[config.mk]
export PLATFORM = sky130hd
export DESIGN_NAME = xbus_dispatch
export DESIGN_NICKNAME = d
export VERILOG_FILES = /design/src/rtl/xbus_dispatch.sv
export SDC_FILE = /design/constraint.sdc
export NUM_CORES = 1
export LEC_CHECK = 0
export CORE_MARGIN = 2
export CORE_UTILIZATION = 51
export CTS_BUF_LIST = sky130_fd_sc_hd__clkbuf_2
export CTS_CLUSTER_SIZE = 12
export DETAILED_ROUTE_END_ITERATION = 12
export PLACE_DENSITY = 0.73
export SLEW_MARGIN = 20
export SYNTH_ARGS = -nofsm -noshare
export SYNTH_HDL_FRONTEND = slang
export SYNTH_SLANG_ARGS = --single-unit
[constraint.sdc]
create_clock -name clk -period 7.1 [get_ports clk]
set_clock_uncertainty 0.15 [all_clocks]
set_input_delay 1.065 -clock clk [delete_from_list [all_inputs] [get_ports clk]]
set_output_delay 1.065 -clock clk [all_outputs]
set_load 0.01 [all_outputs]
[src/rtl/xbus_dispatch.sv]
// xbus_dispatch
// Row-bus dispatcher feeding the row-bus/PE array. Tagged operands from the
// global buffer are queued in a small FIFO. Each entry is multicast onto the
// row buses selected by its row mask. It is held until every targeted row
// has accepted it, and only then is it counted as issued.
//
// Ports
//   clk, rst          rising-edge clock, synchronous active-high reset
//   flush / busy      drop all buffered and in-flight data / flush in progress
//   in_valid/in_ready upstream handshake; in_data, in_row_mask, in_col_id
//   bus_valid/ready   per-row handshake; bus_data and bus_col_id shared by rows
//   fifo_level        entries waiting in the FIFO (not the one on the bus)
//   issue_cnt         fully dispatched entries, wraps modulo 2^32
//   err_mask          sticky: an entry with an all-zero row mask was seen
module xbus_dispatch #(
  parameter int DATA_WIDTH = 16,
  parameter int NUM_COL    = 4,
  parameter int NUM_ROW    = 4,
  parameter int DEPTH      = 4,
  localparam int CIW       = (NUM_COL > 1) ? $clog2(NUM_COL) : 1,
  localparam int LW        = $clog2(DEPTH) + 1
) (
  input  logic                  clk,
  input  logic                  rst,
  input  logic                  flush,
  output logic                  busy,
  input  logic                  in_valid,
  output logic                  in_ready,
  input  logic [DATA_WIDTH-1:0] in_data,
  input  logic [NUM_ROW-1:0]    in_row_mask,
  input  logic [CIW-1:0]        in_col_id,
  output logic [NUM_ROW-1:0]    bus_valid,
  input  logic [NUM_ROW-1:0]    bus_ready,
  output logic [DATA_WIDTH-1:0] bus_data,
  output logic [CIW-1:0]        bus_col_id,
  output logic [LW-1:0]         fifo_level,
  output logic [31:0]           issue_cnt,
  output logic                  err_mask
);

  localparam int PW = $clog2(DEPTH);

  typedef enum logic [1:0] {ST_IDLE, ST_DISPATCH, ST_FLUSH} state_t;

  typedef struct packed {
    logic [DATA_WIDTH-1:0] data;
    logic [NUM_ROW-1:0]    mask;
    logic [CIW-1:0]        col;
  } entry_t;

  entry_t                r_mem [DEPTH];
  logic [PW-1:0]         r_wr_ptr;
  logic [PW-1:0]         r_rd_ptr;
  logic [LW-1:0]         r_level;
  state_t                r_state;
  logic [NUM_ROW-1:0]    r_pending;
  logic [DATA_WIDTH-1:0] r_data;
  logic [CIW-1:0]        r_col;
  logic [31:0]           r_issue_cnt;
  logic                  r_err_mask;
  logic                  r_busy;

  entry_t                w_head;
  logic                  w_push;
  logic                  w_pop;
  logic                  w_done;
  logic [NUM_ROW-1:0]    w_remain;

  // in_ready looks only at registered state plus flush/rst, never at
  // bus_ready, so there is no combinational path from the row buses upstream.
  assign in_ready = !rst && (r_level < LW'(DEPTH)) && (r_state != ST_FLUSH) && !flush;
  assign w_push   = in_valid && in_ready;
  assign w_head   = r_mem[r_rd_ptr];
  assign w_remain = r_pending & ~bus_ready;
  // In IDLE pending is already zero, so w_done is trivially true there.
  assign w_done   = (w_remain == '0);
  assign w_pop    = !flush && (r_level != '0) &&
                    ((r_state == ST_IDLE) || ((r_state == ST_DISPATCH) && w_done));

  // NOTE: FIFO storage has no reset; validity is tracked entirely by the
  // pointers and level, so clearing the array would only cost reset fan-out.
  always_ff @(posedge clk) begin
    if (w_push) r_mem[r_wr_ptr] <= '{data: in_data, mask: in_row_mask, col: in_col_id};
  end

  // NOTE: all state updates below are non-blocking, so every branch reads the
  // pre-edge values of r_pending, r_level and r_state.
  always_ff @(posedge clk) begin
    if (rst) begin
      r_state     <= ST_IDLE;
      r_wr_ptr    <= '0;
      r_rd_ptr    <= '0;
      r_level     <= '0;
      r_pending   <= '0;
      r_data      <= '0;
      r_col       <= '0;
      r_issue_cnt <= '0;
      r_err_mask  <= 1'b0;
      r_busy      <= 1'b0;
    end else if (flush) begin
      // Flush beats push (in_ready is low) and beats completion (no count).
      r_state   <= ST_FLUSH;
      r_wr_ptr  <= '0;
      r_rd_ptr  <= '0;
      r_level   <= '0;
      r_pending <= '0;
      r_busy    <= 1'b1;
    end else begin
      r_busy <= 1'b0;
      if (w_push) r_wr_ptr <= r_wr_ptr + 1'b1;
      if (w_pop)  r_rd_ptr <= r_rd_ptr + 1'b1;
      r_level <= r_level + LW'(w_push) - LW'(w_pop);

      case (r_state)
        ST_IDLE: begin
          if (w_pop) begin
            if (w_head.mask == '0) begin
              r_err_mask <= 1'b1;
            end else begin
              r_data    <= w_head.data;
              r_col     <= w_head.col;
              r_pending <= w_head.mask;
              r_state   <= ST_DISPATCH;
            end
          end
        end
        ST_DISPATCH: begin
          r_pending <= w_remain;
          if (w_done) begin
            r_issue_cnt <= r_issue_cnt + 32'd1;
            if (w_pop && (w_head.mask != '0)) begin
              // Back-to-back: next head replaces the completed entry.
              r_data    <= w_head.data;
              r_col     <= w_head.col;
              r_pending <= w_head.mask;
            end else begin
              // A zero-mask head is discarded here; it used this pop slot.
              if (w_pop) r_err_mask <= 1'b1;
              r_state <= ST_IDLE;
            end
          end
        end
        ST_FLUSH: r_state <= ST_IDLE;
        default:  r_state <= ST_IDLE;
      endcase
    end
  end

  assign busy       = r_busy;
  assign bus_valid  = r_pending;
  assign bus_data   = r_data;
  assign bus_col_id = r_col;
  assign fifo_level = r_level;
  assign issue_cnt  = r_issue_cnt;
  assign err_mask   = r_err_mask;

endmodule
# ---- Word level (Yosys, flattened, before mapping)
# Memory sizes are Yosys's and may differ from the RTL's. A register that Yosys moved wholly into a read port is not among the register bits.
# Cells that the tools add are included.
dict set report word_totals {
  reg_bits 65
  latchBits 0
  ram_bits 88
  mem_bits_ro 0
  in_bits 30
  out_inout_bits 60
  elab_cells 90
  mem_count 1
}
# name words width read_ports rd_ports_with_merged_regs write_ports line
set memory_table {}
lappend memory_table {r_mem 4 22 1 1 1 51} ;# entry_t r_mem [DEPTH];
dict set report classes {
  n_addsub 5
  mul 0
  n_div 0
  n_lt_le_gt_ge 1
  eq_ne 13
  shift 0
  muxes 32
  bitwise 3
  reduce_logical 24
}
# op n
set op_table {}
lappend op_table {{$mux W16} 4}
lappend op_table {{$add A32 B1 Y32 const B} 1}
lappend op_table {{$pmux W16 S2} 1}
lappend op_table {{$mux W2} 11}
lappend op_table {{$mux W4} 4}
lappend op_table {{$ne A2 B2 Y1 const B} 6}
lappend op_table {{$ne A3 B3 Y1 const B} 4}
lappend op_table {{$logic_and A1 B1 Y1} 8}
lappend op_table {{$logic_not A4 Y1} 2}
lappend op_table {{$mux W1} 8}
lappend op_table {{$pmux W2 S2} 2}
lappend op_table {{$pmux W4 S2} 1}
lappend op_table {{$reduce_and A4 Y1} 2}
lappend op_table {{$reduce_and A7 Y1} 1}
lappend op_table {{$reduce_and A3 Y1} 2}
lappend op_table {{$reduce_and A6 Y1} 1}
lappend op_table {{$add A2 B1 Y2 const B} 2}
lappend op_table {{$and A4 B4 Y4} 1}
lappend op_table {{$ne A2 B1 Y1 const B} 2}
lappend op_table {{$not A4 Y4} 1}
lappend op_table {{$reduce_bool A4 Y1} 1}
lappend op_table {{$add A3 B1 Y3} 1}
lappend op_table {{$lt A3 B3 Y1 const B} 1}
lappend op_table {{$reduce_bool A3 Y1} 1}
lappend op_table {{other kinds (9)} 10}

# ---- Depth between registers and ports, before layout
# Gate-level depths: netlist (run 1).
dict set report logic_depth {
  ltp_word 11
  ltp_mapped 12
}

# ---- Worst setup path after synthesis (run 1)
# No wires, ideal clock.
dict set report synth_path {
  path_type {input to register}
  from {in rst}
  to {reg r_level[2] (netlist: fifo_level[2])}
  arrival_ns 3.518
  slack_ns 3.304
  path_stages 12
  n_path_buf 1
  path_cell_list {clkbuf_1 > or2_2 > a211oi_1 > and2_1 > inv_1 > ha_1 > inv_1 > ha_1 > fa_1 > xnor2_1 > xnor2_1 > nor2_1}
}
dict set report synth_via {
  elab_chain_cells 7
  elab_cells_between_ends 8
}
# item line
set synth_lines {}
lappend synth_lines {{start, declared} 24} ;# input logic rst,
lappend synth_lines {{$logic_not A1 Y1} 71} ;# assign in_ready = !rst && (r_level < LW'(DEPTH)) && (r_state != ST_FLUSH) && !flush;
lappend synth_lines {{$logic_and A1 B1 Y1 (3 in series)} 71}
lappend synth_lines {{via in_ready} 28} ;# output logic in_ready,
lappend synth_lines {{$logic_and A1 B1 Y1} 72} ;# assign w_push = in_valid && in_ready;
lappend synth_lines {{$add A3 B1 Y3} 112} ;# r_level <= r_level + LW'(w_push) - LW'(w_pop);
lappend synth_lines {{$sub A3 B1 Y3} 112}
lappend synth_lines {{end signal, assigned} 112}
lappend synth_lines {{end, declared} 54} ;# logic [LW-1:0] r_level;
# The timed path passes the listed nets, and every way through them passes these cells.
# A chain may end at the register's enable or synchronous reset.

# ---- Final worst setup path (run 1)
dict set report layout_path {
  from {in rst}
  to {out in_ready}
}
dict set report layout_via {
  elab_chain_cells 4
}
# item line
set layout_lines {}
lappend layout_lines {{$logic_not A1 Y1} 71}
lappend layout_lines {{$logic_and A1 B1 Y1 (3 in series)} 71}
lappend layout_lines {{end, declared} 28}
# No other way between the ends.

==> results.json, run 1 <==
{
  "status": "complete, no violations",
  "core_mm2": 0.0119,
  "synth.avg_cell_area_um2": 13.9,
  "path_class": "in2out",
  "wl_per_cell_um": 16.5,
  "via_per_inst": 5.48,
  "worst-r2r-setup-slack_ps": 4020,
  "max_freq_mhz": 226,
  "postSynthCellCount": 442,
  "gr-usage-met1": 0.233,
  "fp.dieH_um": 114,
  "numCtsBuffers": 17,
  "cpPeakStageDelay_ps": 660,
  "yosysTopAreaCell": "edfxtp_1",
  "grt_most_used_layer": "met2",
  "ioPinCount": 90,
  "synth.most_common_cell": "edfxtp_1",
  "crit_fanout": 55,
  "area_growth_pct": 19.6,
  "endpoint_kind": "output port",
  "start_util": 0.516,
  "hp-start": "issue_cnt[31]$_SDFFE_PP0P_",
  "post-route-drc-count": 0,
  "drt_first_pass_iters": 5,
  "rows": 40,
  "regToRegEndpoint": "bus_data[1]$_SDFFE_PP0P_",
  "yosys.area.top_type_share": 0.430,
  "gp_congestion": 0.777,
  "synth_area_mm2": 0.00615,
  "cpMaxStageDelayCell": "clkdlybuf4s50_1",
  "synth_seq_cells": 155,
  "grt_pass1_wl_um": 18300,
  "cts_sinks": 155,
  "grt_overflow_total": 0,
  "finalInstanceArea_mm2": 0.00736,
  "synth.top_cells.by_area": "edfxtp_1 (43%), dfxtp_1 (22%), mux4_2 (7.0%)",
  "grt_use_met2": 0.311,
  "drv_slew": 0,
  "drt_iter0_drc": 280,
  "cts_tree": "built",
  "clk_pin_slew_ps": 200,
  "yosysWarningCount": 0,
  "ys.flop_type": "edfxtp_1",
  "placed_area_mm2": 0.00715,
  "worstSetupStartpointType": "primary input",
  "drt_wl_total_um": 11500,
  "ys_async_sr_fraction": 0,
  "multiInputGateArea_mm2": 0.00203,
  "syn_nets": 480,
  "antenna_left": 0,
  "min_to": "issue_cnt[31]$_SDFFE_PP0P_",
  "hold_viol_final": 0,
  "synth_edf_count": 88,
  "grt_antenna_before_repair": 0,
  "worst_r2r_path_depth": 6,
  "grt_pass1_vias": 3633,
  "dp.cells": 662,
  "setup_viol": 0,
  "yosysSeqAreaShare": 0.648,
  "grt_usage": 0.187,
  "regArea_mm2": 0.00398,
  "dpl.hpwl_um": 7540,
  "min_path_type": "reg2reg",
  "final_layout_size_suffix_gt1_frac": 0.117,
  "p_leak_nw": 2.50,
  "relSlewSlack": 0.318,
  "yosysUniqueCellTypes": 39,
  "nNetsFinal": 572,
  "tns_ps": 0,
  "maxCapViolCount": 0,
  "cts_root_buffer": "clkbuf_2",
  "cts_setup_buffers": 0,
  "use_met3": 0.0558,
  "fin_crit_sh": 0.622,
  "arrival_ps": 3200,
  "rsz0062_at_grt": "false",
  "diodes": 0,
  "clock_latency_ps": 710,
  "power_per_cell_area_mw_per_mm2": 198,
  "htree_levels": 4,
  "ctsHoldBuffers": 0,
  "cp.required_ps": 5880,
  "ys_top_cells_by_count": "edfxtp_1 (88), dfxtp_1 (67), nor2_1 (47)",
  "clockBufferDepth": 2,
  "vdd_ir_drop_max_v": 0.000148,
  "whs_path_depth": 2,
  "post-route-min-period_ps": 4420,
  "worstMarginPinSlew_ps": 1020,
  "grt_max_degree": 56,
  "cts_resized": 0,
  "numPortBuffers": 89,
  "die_w_um": 114,
  "final.fill_count": 924,
  "vias": 3806,
  "fin_cells": 694,
  "crit_chain": "buf_2 -> or2_2 -> a211oi_1 -> clkdlybuf4s50_1",
  "design.die.area_mm2": 0.0130
}
critical path, delay by kind of cell:
| kind | cells | cell delay, ps |
|---|---|---|
| AOI/OAI and AO/OA | 1 | 490 |
| and+or+nand+nor | 1 | 550 |
| buffers and inverters | 2 | 1080 |
where the power goes:
part	internal [mW]	switching, mW
Clock	0.131	0.309
Sequential	0.955	0.00338
Combinational	0.0294	0.0283
Total	1.12	0.341
state kept, by name (all words and copies together) (netlist names), named ones only:
| register | count |
|---|---|
| fifo_level | 3 |
| r_wr_ptr | 2 |
| bus_valid | 4 |
| bus_data | 16 |
| r_mem | 88 |
| busy | 1 |
| issue_cnt | 32 |
| err_mask | 1 |
| r_rd_ptr | 2 |
| r_state | 2 |
| bus_col_id | 2 |
per-stage QoR:
step	total power, mW	setup slack [ps]	hold WS, ps	utilization
final	1.46	2680	360	0.618
after global routing	1.52	2500	377	0.618
after CTS	1.47	2680	356	0.618
after detailed placement	1.04	2690	332	0.600
after global placement	1.03	2800	322	0.599
after floorplan	1.00	3300	319	-
worst max-delay path by stage:
stage / start / to / slack (ps) / cells past startpoint
after floorplan: rst / fifo_level[2]$_SDFF_PP0_ / 3300 / 12
after global placement: rst / in_ready / 2800 / 4
after detailed placement: rst / in_ready / 2690 / 4
after CTS: rst / in_ready / 2680 / 4
after global routing: rst / in_ready / 2500 / 4
final: rst / in_ready / 2680 / 4
layout by cell type (no fill, tap or decap), types with 2 or more instances in the layout:
cell,count
clkdlybuf4s50_1,88
inv_6,4
nor3_1,8
buf_4,3
ha_1,7
edfxtp_1,88
clkinv_2,2
or2_2,2
and3_2,4
nor4_1,3
o21ai_0,8
nand2_1,16
and4_1,5
o31ai_1,7
mux4_1,3
xor2_1,12
mux2i_1,18
mux4_2,19
nand4_1,12
xnor2_1,12
clkinvlp_4,4
clkbuf_2,19
or3_1,6
dfxtp_1,67
a21oi_1,18
a221oi_1,3
and3_1,5
nand3_1,13
nor2b_1,9
and2_1,5
or4_1,8
inv_1,10
nor2_1,47
cells by family after synthesis:
kind of cell               after synthesis  share of synthesized area
buffers and inverters                   29                     0.0230
and+or+nand+nor                        147                      0.128
muxes                                   40                      0.112
adders and majority gates                8                     0.0175
AOI/OAI and AO/OA                       39                     0.0384
DFF                                    155                      0.648
xor gates and xnor gates                24                     0.0342
final cells by class:
class,instances,area share
sequential,155,0.541
multi-input combinational,258,0.276
timing repair buffer,92,0.123
tap,147,0.0250
clock inverter,13,0.0160
clock buffer,19,0.0129
inverter,10,0.00510
layer usage:
metal / vias up / part of all wire
met5: - / 0
met4: 0 / 0.011
met3: 11 / 0.051
met2: 117 / 0.50
met1: 1826 / 0.44
li1: 1852 / -
No activity file was read; power rests on OpenSTA's default activity.
==> run 2: changes to the inputs <==
==> constraint.sdc (replaced) <==
create_clock -name clk -period 4.5 [get_ports clk]
set_clock_uncertainty 0.15 [all_clocks]
set_input_delay 0.675 -clock clk [delete_from_list [all_inputs] [get_ports clk]]
set_output_delay 0.675 -clock clk [all_outputs]
set_load 0.01 [all_outputs]
==> run 2 against run 1 <==
Count of clock-buffer cells in the layout shrank 2. Global-route usage rose by 1.1 points. Critical path type unchanged. Cell count up 0.86%. Design area increased by 1.8%. Critical endpoint unchanged. Sequential share of layout area decreased by 0.95 points. Clock power up 110%. Combinational power up 59%. Flip-flop and latch count stayed put. Utilization rose by 1.1 points. Register-to-register slack worse by 2600 ps. Sequential power up 57%.
==> results.json, run 2 (synthesized netlist as in run 1, its figures left out) <==
{
  "grt_max_degree": 55,
  "status": "complete, no violations",
  "fp.dieH_um": 114,
  "numPortBuffers": 89,
  "die_w_um": 114,
  "cts_tree": "built",
  "drt_iter0_drc": 317,
  "grt_usage": 0.199,
  "dpl.hpwl_um": 7980,
  "drt_wl_total_um": 12100,
  "regArea_mm2": 0.00398,
  "endpoint_kind": "output port",
  "ioPinCount": 90,
  "numCtsBuffers": 17,
  "p_leak_nw": 2.58,
  "rsz0062_at_grt": "false",
  "crit_fanout": 11,
  "final.fill_count": 909,
  "wl_per_cell_um": 17.3,
  "grt_overflow_total": 0,
  "top_register": "r_mem",
  "cts_root_buffer": "clkbuf_2",
  "diodes": 0,
  "power_per_cell_area_mw_per_mm2": 335,
  "vias": 3926,
  "max_freq_mhz": 275,
  "ctsHoldBuffers": 0,
  "cp.required_ps": 3670,
  "total_power_mw": 2.51,
  "cts_sinks": 155,
  "core_mm2": 0.0119,
  "min_path_type": "in2reg",
  "start_util": 0.516,
  "rows": 40,
  "clk_pin_slew_ps": 200,
  "fin_cells": 700,
  "hold_viol_final": 0,
  "grt_antenna_before_repair": 0,
  "path_class": "in2out",
  "maxCapViolCount": 0,
  "via_per_inst": 5.61,
  "cts_resized": 0,
  "final_layout_size_suffix_gt1_frac": 0.118,
  "grt_pass1_vias": 3893,
  "post-route-min-period_ps": 3630,
  "clockBufferDepth": 2,
  "drv_slew": 0,
  "antenna_left": 0,
  "nNetsFinal": 578,
  "drt_first_pass_iters": 4,
  "setup_viol": 0,
  "htree_levels": 4,
  "tns_ps": 0,
  "final_cell_mix": "clkdlybuf4s50_1 (88), edfxtp_1 (88), dfxtp_1 (67)",
  "worstMarginPinSlew_ps": 667,
  "design.die.area_mm2": 0.0130,
  "cts_setup_buffers": 0,
  "fin_crit_sh": 0.807,
  "clock_latency_ps": 700,
  "relSlewSlack": 0.552,
  "worstSetupStartpointType": "primary input",
  "multiInputGateArea_mm2": 0.00203,
  "dp.cells": 668,
  "largest_reg_flops": 88,
  "area_growth_pct": 21.7,
  "grt_pass1_wl_um": 19600,
  "gp_congestion": 0.834,
  "arrival_ps": 2810,
  "post-route-drc-count": 0,
  "vdd_ir_drop_max_v": 0.000323
}
[run 2: cell count changes in the layout (fill, tap and decap cells not counted)]
cell / before / now
clkinvlp_4: 4 / 1
and3_2: 4 / 0
and3_1: 5 / 9
bufinv_16: 1 / 5
clkinv_1: 1 / 2
clkbuf_2: 19 / 17
buf_4: 3 / 9
[run 2: stage by stage]
step           setup WS (ps)   util  hold slack (ps)  cell area, µm²
5_1_grt                  694  0.629              200            7490
2_1_floorplan           1090      -              319            6150
6_report                 868  0.629              240            7490
3_5_place_dp             527  0.603              339            7190
4_1_cts                  901  0.629              155            7490
3_3_place_gp             662  0.603              320            7190
[run 2: where the power goes]
group | total [mW] | leakage, nW | internal [mW] | switching (mW)
Sequential | 1.51 | 1.33 | 1.51 | 0.00592
Combinational | 0.0919 | 1.08 | 0.0473 | 0.0446
Clock | 0.907 | 0.175 | 0.424 | 0.484
[run 2: critical path: stages]
cell and delay (ps):
clkdlybuf4s50_1 530, or2_2 460, a211oi_1 480, clkdlybuf4s50_1 660
[run 2: layout make-up]
| type | instances | share of cell area |
|---|---|---|
| Tap cell | 147 | 0.0246 |
| Timing Repair Buffer | 98 | 0.127 |
| Inverter | 10 | 0.00501 |
| Sequential cell | 155 | 0.532 |
| Multi-Input combinational cell | 258 | 0.271 |
| Clock inverter | 15 | 0.0292 |
| Clock buffer | 17 | 0.0114 |
[run 2: worst paths after layout]
| check | start | to | slack [ps] | depth (start not counted) |
|---|---|---|---|---|
| setup / recovery | flush | in_ready | 870 | 4 |
| hold / removal | rst | r_wr_ptr[1]$_SDFFE_PP0P_ | 240 | 3 |
| setup reg to reg | flip-flop | bus_data[4]$_SDFFE_PP0P_ | 1470 | 6 |
| hold reg to reg | issue_cnt[30]$_SDFFE_PP0P_ | issue_cnt[30]$_SDFFE_PP0P_ | 360 | 2 |
[run 2: layer usage]
| layer | vias to the layer above | track usage | wire length (µm) |
|---|---|---|---|
| met3 | 13 | 0.0531 | 689 |
| met5 | - | 0 | 0 |
| met1 | 1936 | 0.252 | 5170 |
| met4 | 0 | 0.0797 | 123 |
| met2 | 122 | 0.327 | 6140 |
| li1 | 1855 | - | - |
==> run 3: changes to the inputs <==
==> constraint.sdc (replaced) <==
create_clock -name clk -period 3.45 [get_ports clk]
set_clock_uncertainty 0.15 [all_clocks]
set_input_delay 0.5175 -clock clk [delete_from_list [all_inputs] [get_ports clk]]
set_output_delay 0.5175 -clock clk [all_outputs]
set_load 0.01 [all_outputs]
==> run 3 against run 2 <==
Register-to-register slack lost 1000 ps. Largest cell class unchanged. Critical path depth grew 2. Sequential share of layout area shrank 0.32 points. Die area is the same. Sequential power grew 30%. Count of clock-buffer cells in the layout grew 1. Worst setup slack lost 400 ps. Wire length shrank 0.61%. Design area grew 0.60%.
==> results.json, run 3 (synthesized netlist as in run 1, its figures left out) <==
{
  "grt_pass1_wl_um": 19600,
  "rsz0062_at_grt": "false",
  "nNetsFinal": 587,
  "finalInstanceArea_mm2": 0.00753,
  "drt_iter0_drc": 308,
  "crit_fanout": 18,
  "path_class": "reg2reg",
  "ctsHoldBuffers": 0,
  "grt_max_degree": 55,
  "combPwrFrac": 0.039,
  "highest_layer": "met4",
  "dr_wl_met2_um": 6060,
  "drt_first_pass_iters": 5,
  "rows": 40,
  "top_register": "r_mem",
  "diodes": 0,
  "cts_resized": 0,
  "drt_wl_total_um": 12100,
  "hp-start": "rst",
  "switching_share": 0.219,
  "max_freq_mhz": 336,
  "clockBufferDepth": 2,
  "die_w_um": 114,
  "clock_power_share": 0.349,
  "core_mm2": 0.0119,
  "status": "complete, no violations",
  "power_per_cell_area_mw_per_mm2": 428,
  "setup_viol": 0,
  "area_growth_pct": 22.5,
  "clk_pin_slew_ps": 240,
  "p_switching_mw": 0.706,
  "post-route-drc-count": 0,
  "clock_latency_ps": 710,
  "maxCapViolCount": 0,
  "fp.dieH_um": 114,
  "drv_slew": 0,
  "antenna_left": 0,
  "pwr-share-seq": 0.612,
  "dpl.hpwl_um": 7980,
  "fin_crit_sh": 0.864,
  "wl_per_cell_um": 17.0,
  "regArea_mm2": 0.00398,
  "cts_tree": "built",
  "final_layout_size_suffix_gt1_frac": 0.130,
  "wl_met3_um": 772,
  "grt_usage": 0.200,
  "vias": 3940,
  "cts_setup_buffers": 0,
  "p_leak_nw": 2.62,
  "post-route-min-period_ps": 2980,
  "regToRegEndpoint": "bus_data[11]$_SDFFE_PP0P_",
  "tns_ps": 0,
  "multiInputGateArea_mm2": 0.00203,
  "final.fill_count": 899,
  "start_util": 0.516,
  "relSlewSlack": 0.569,
  "worstSetupStartpointType": "flip-flop",
  "gp_congestion": 0.771,
  "met1Wirelength_um": 5000,
  "hold_viol_final": 0,
  "cts_sinks": 155,
  "htree_levels": 4,
  "numPortBuffers": 89,
  "cp.required_ps": 3880,
  "via_per_inst": 5.56,
  "ioPinCount": 90,
  "placed_area_mm2": 0.00725,
  "grt_overflow_total": 0,
  "worst-r2r-setup-slack_ps": 470,
  "worst_r2r_path_depth": 6,
  "p_int_mw": 2.52,
  "worstMarginPinSlew_ps": 642,
  "design.die.area_mm2": 0.0130,
  "endpoint_kind": "flip-flop",
  "arrival_ps": 3410,
  "largest_reg_flops": 88,
  "crit_end": "bus_data[11]$_SDFFE_PP0P_",
  "cts_root_buffer": "clkbuf_2",
  "grt_antenna_before_repair": 0,
  "vdd_ir_drop_max_v": 0.000505,
  "min_path_type": "in2reg",
  "grt_pass1_vias": 3997,
  "numCtsBuffers": 17,
  "final_cell_mix": "clkdlybuf4s50_1 (88), edfxtp_1 (88), dfxtp_1 (67)"
}
==> run 3: cell count changes in the layout (fill, tap and decap cells not counted), sizes merged <==
cell      delta
clkinv       +1
buf          +9
bufinv       -1
clkinvlp     -1
clkbuf       +1
==> run 3: per-layer routing <==
metal,vias up,track usage
li1,1878,-
met1,1915,0.249
met2,128,0.330
met3,19,0.0600
met4,0,0.0764
met5,-,0
==> run 3: how the worst min path moves through the flow <==
| stage | slack, ps | cells past startpoint | end |
|---|---|---|---|
| final | 130 | 4 | bus_valid[3]$_SDFFE_PP0P_ |
| after CTS | 40 | 4 | bus_valid[3]$_SDFFE_PP0P_ |
| after detailed placement | 330 | 2 | issue_cnt[31]$_SDFFE_PP0P_ |
| after global routing | 10 | 4 | bus_valid[3]$_SDFFE_PP0P_ |
| after floorplan | 320 | 2 | r_wr_ptr[1]$_SDFFE_PP0P_ |
| after global placement | 320 | 2 | issue_cnt[31]$_SDFFE_PP0P_ |
==> run 3: cell type report <==
class / instances / share of cell area
Sequential cell: 155 / 0.529
Timing Repair Buffer: 107 / 0.136
Multi-Input combinational cell: 258 / 0.269
Clock inverter: 14 / 0.0254
Clock buffer: 18 / 0.0120
Inverter: 10 / 0.00498
Tap cell: 147 / 0.0244
==> run 3: critical path: stages, from the launching register on <==
cell,delay (ps)
dfxtp_1,700
mux4_1,660
or4_4,570
o211ai_2,90
buf_4,350
mux2i_1,290
nor2_1,50
==> run 3: metrics by stage <==
stage / std cells / utilization / hold WS, ps / setup slack (ps) / power (mW)
after detailed placement: 677 / 0.609 / 327 / 74.9 / 2.14
after global routing: 709 / 0.633 / 13.6 / 268 / 3.36
after floorplan: 442 / - / 319 / 202 / 2.06
after global placement: 677 / 0.609 / 317 / 203 / 2.13
after CTS: 709 / 0.633 / 40.7 / 405 / 3.26
final: 709 / 0.633 / 130 / 471 / 3.22
==> run 3: power groups by stage <==
stage	combinational (mW)	clock [mW]	sequential, mW
floorplan	0.0507	0	2.01
global placement	0.120	0	2.01
detailed placement	0.125	0	2.01
CTS	0.126	1.16	1.97
global route	0.135	1.24	1.98
finish	0.124	1.12	1.97
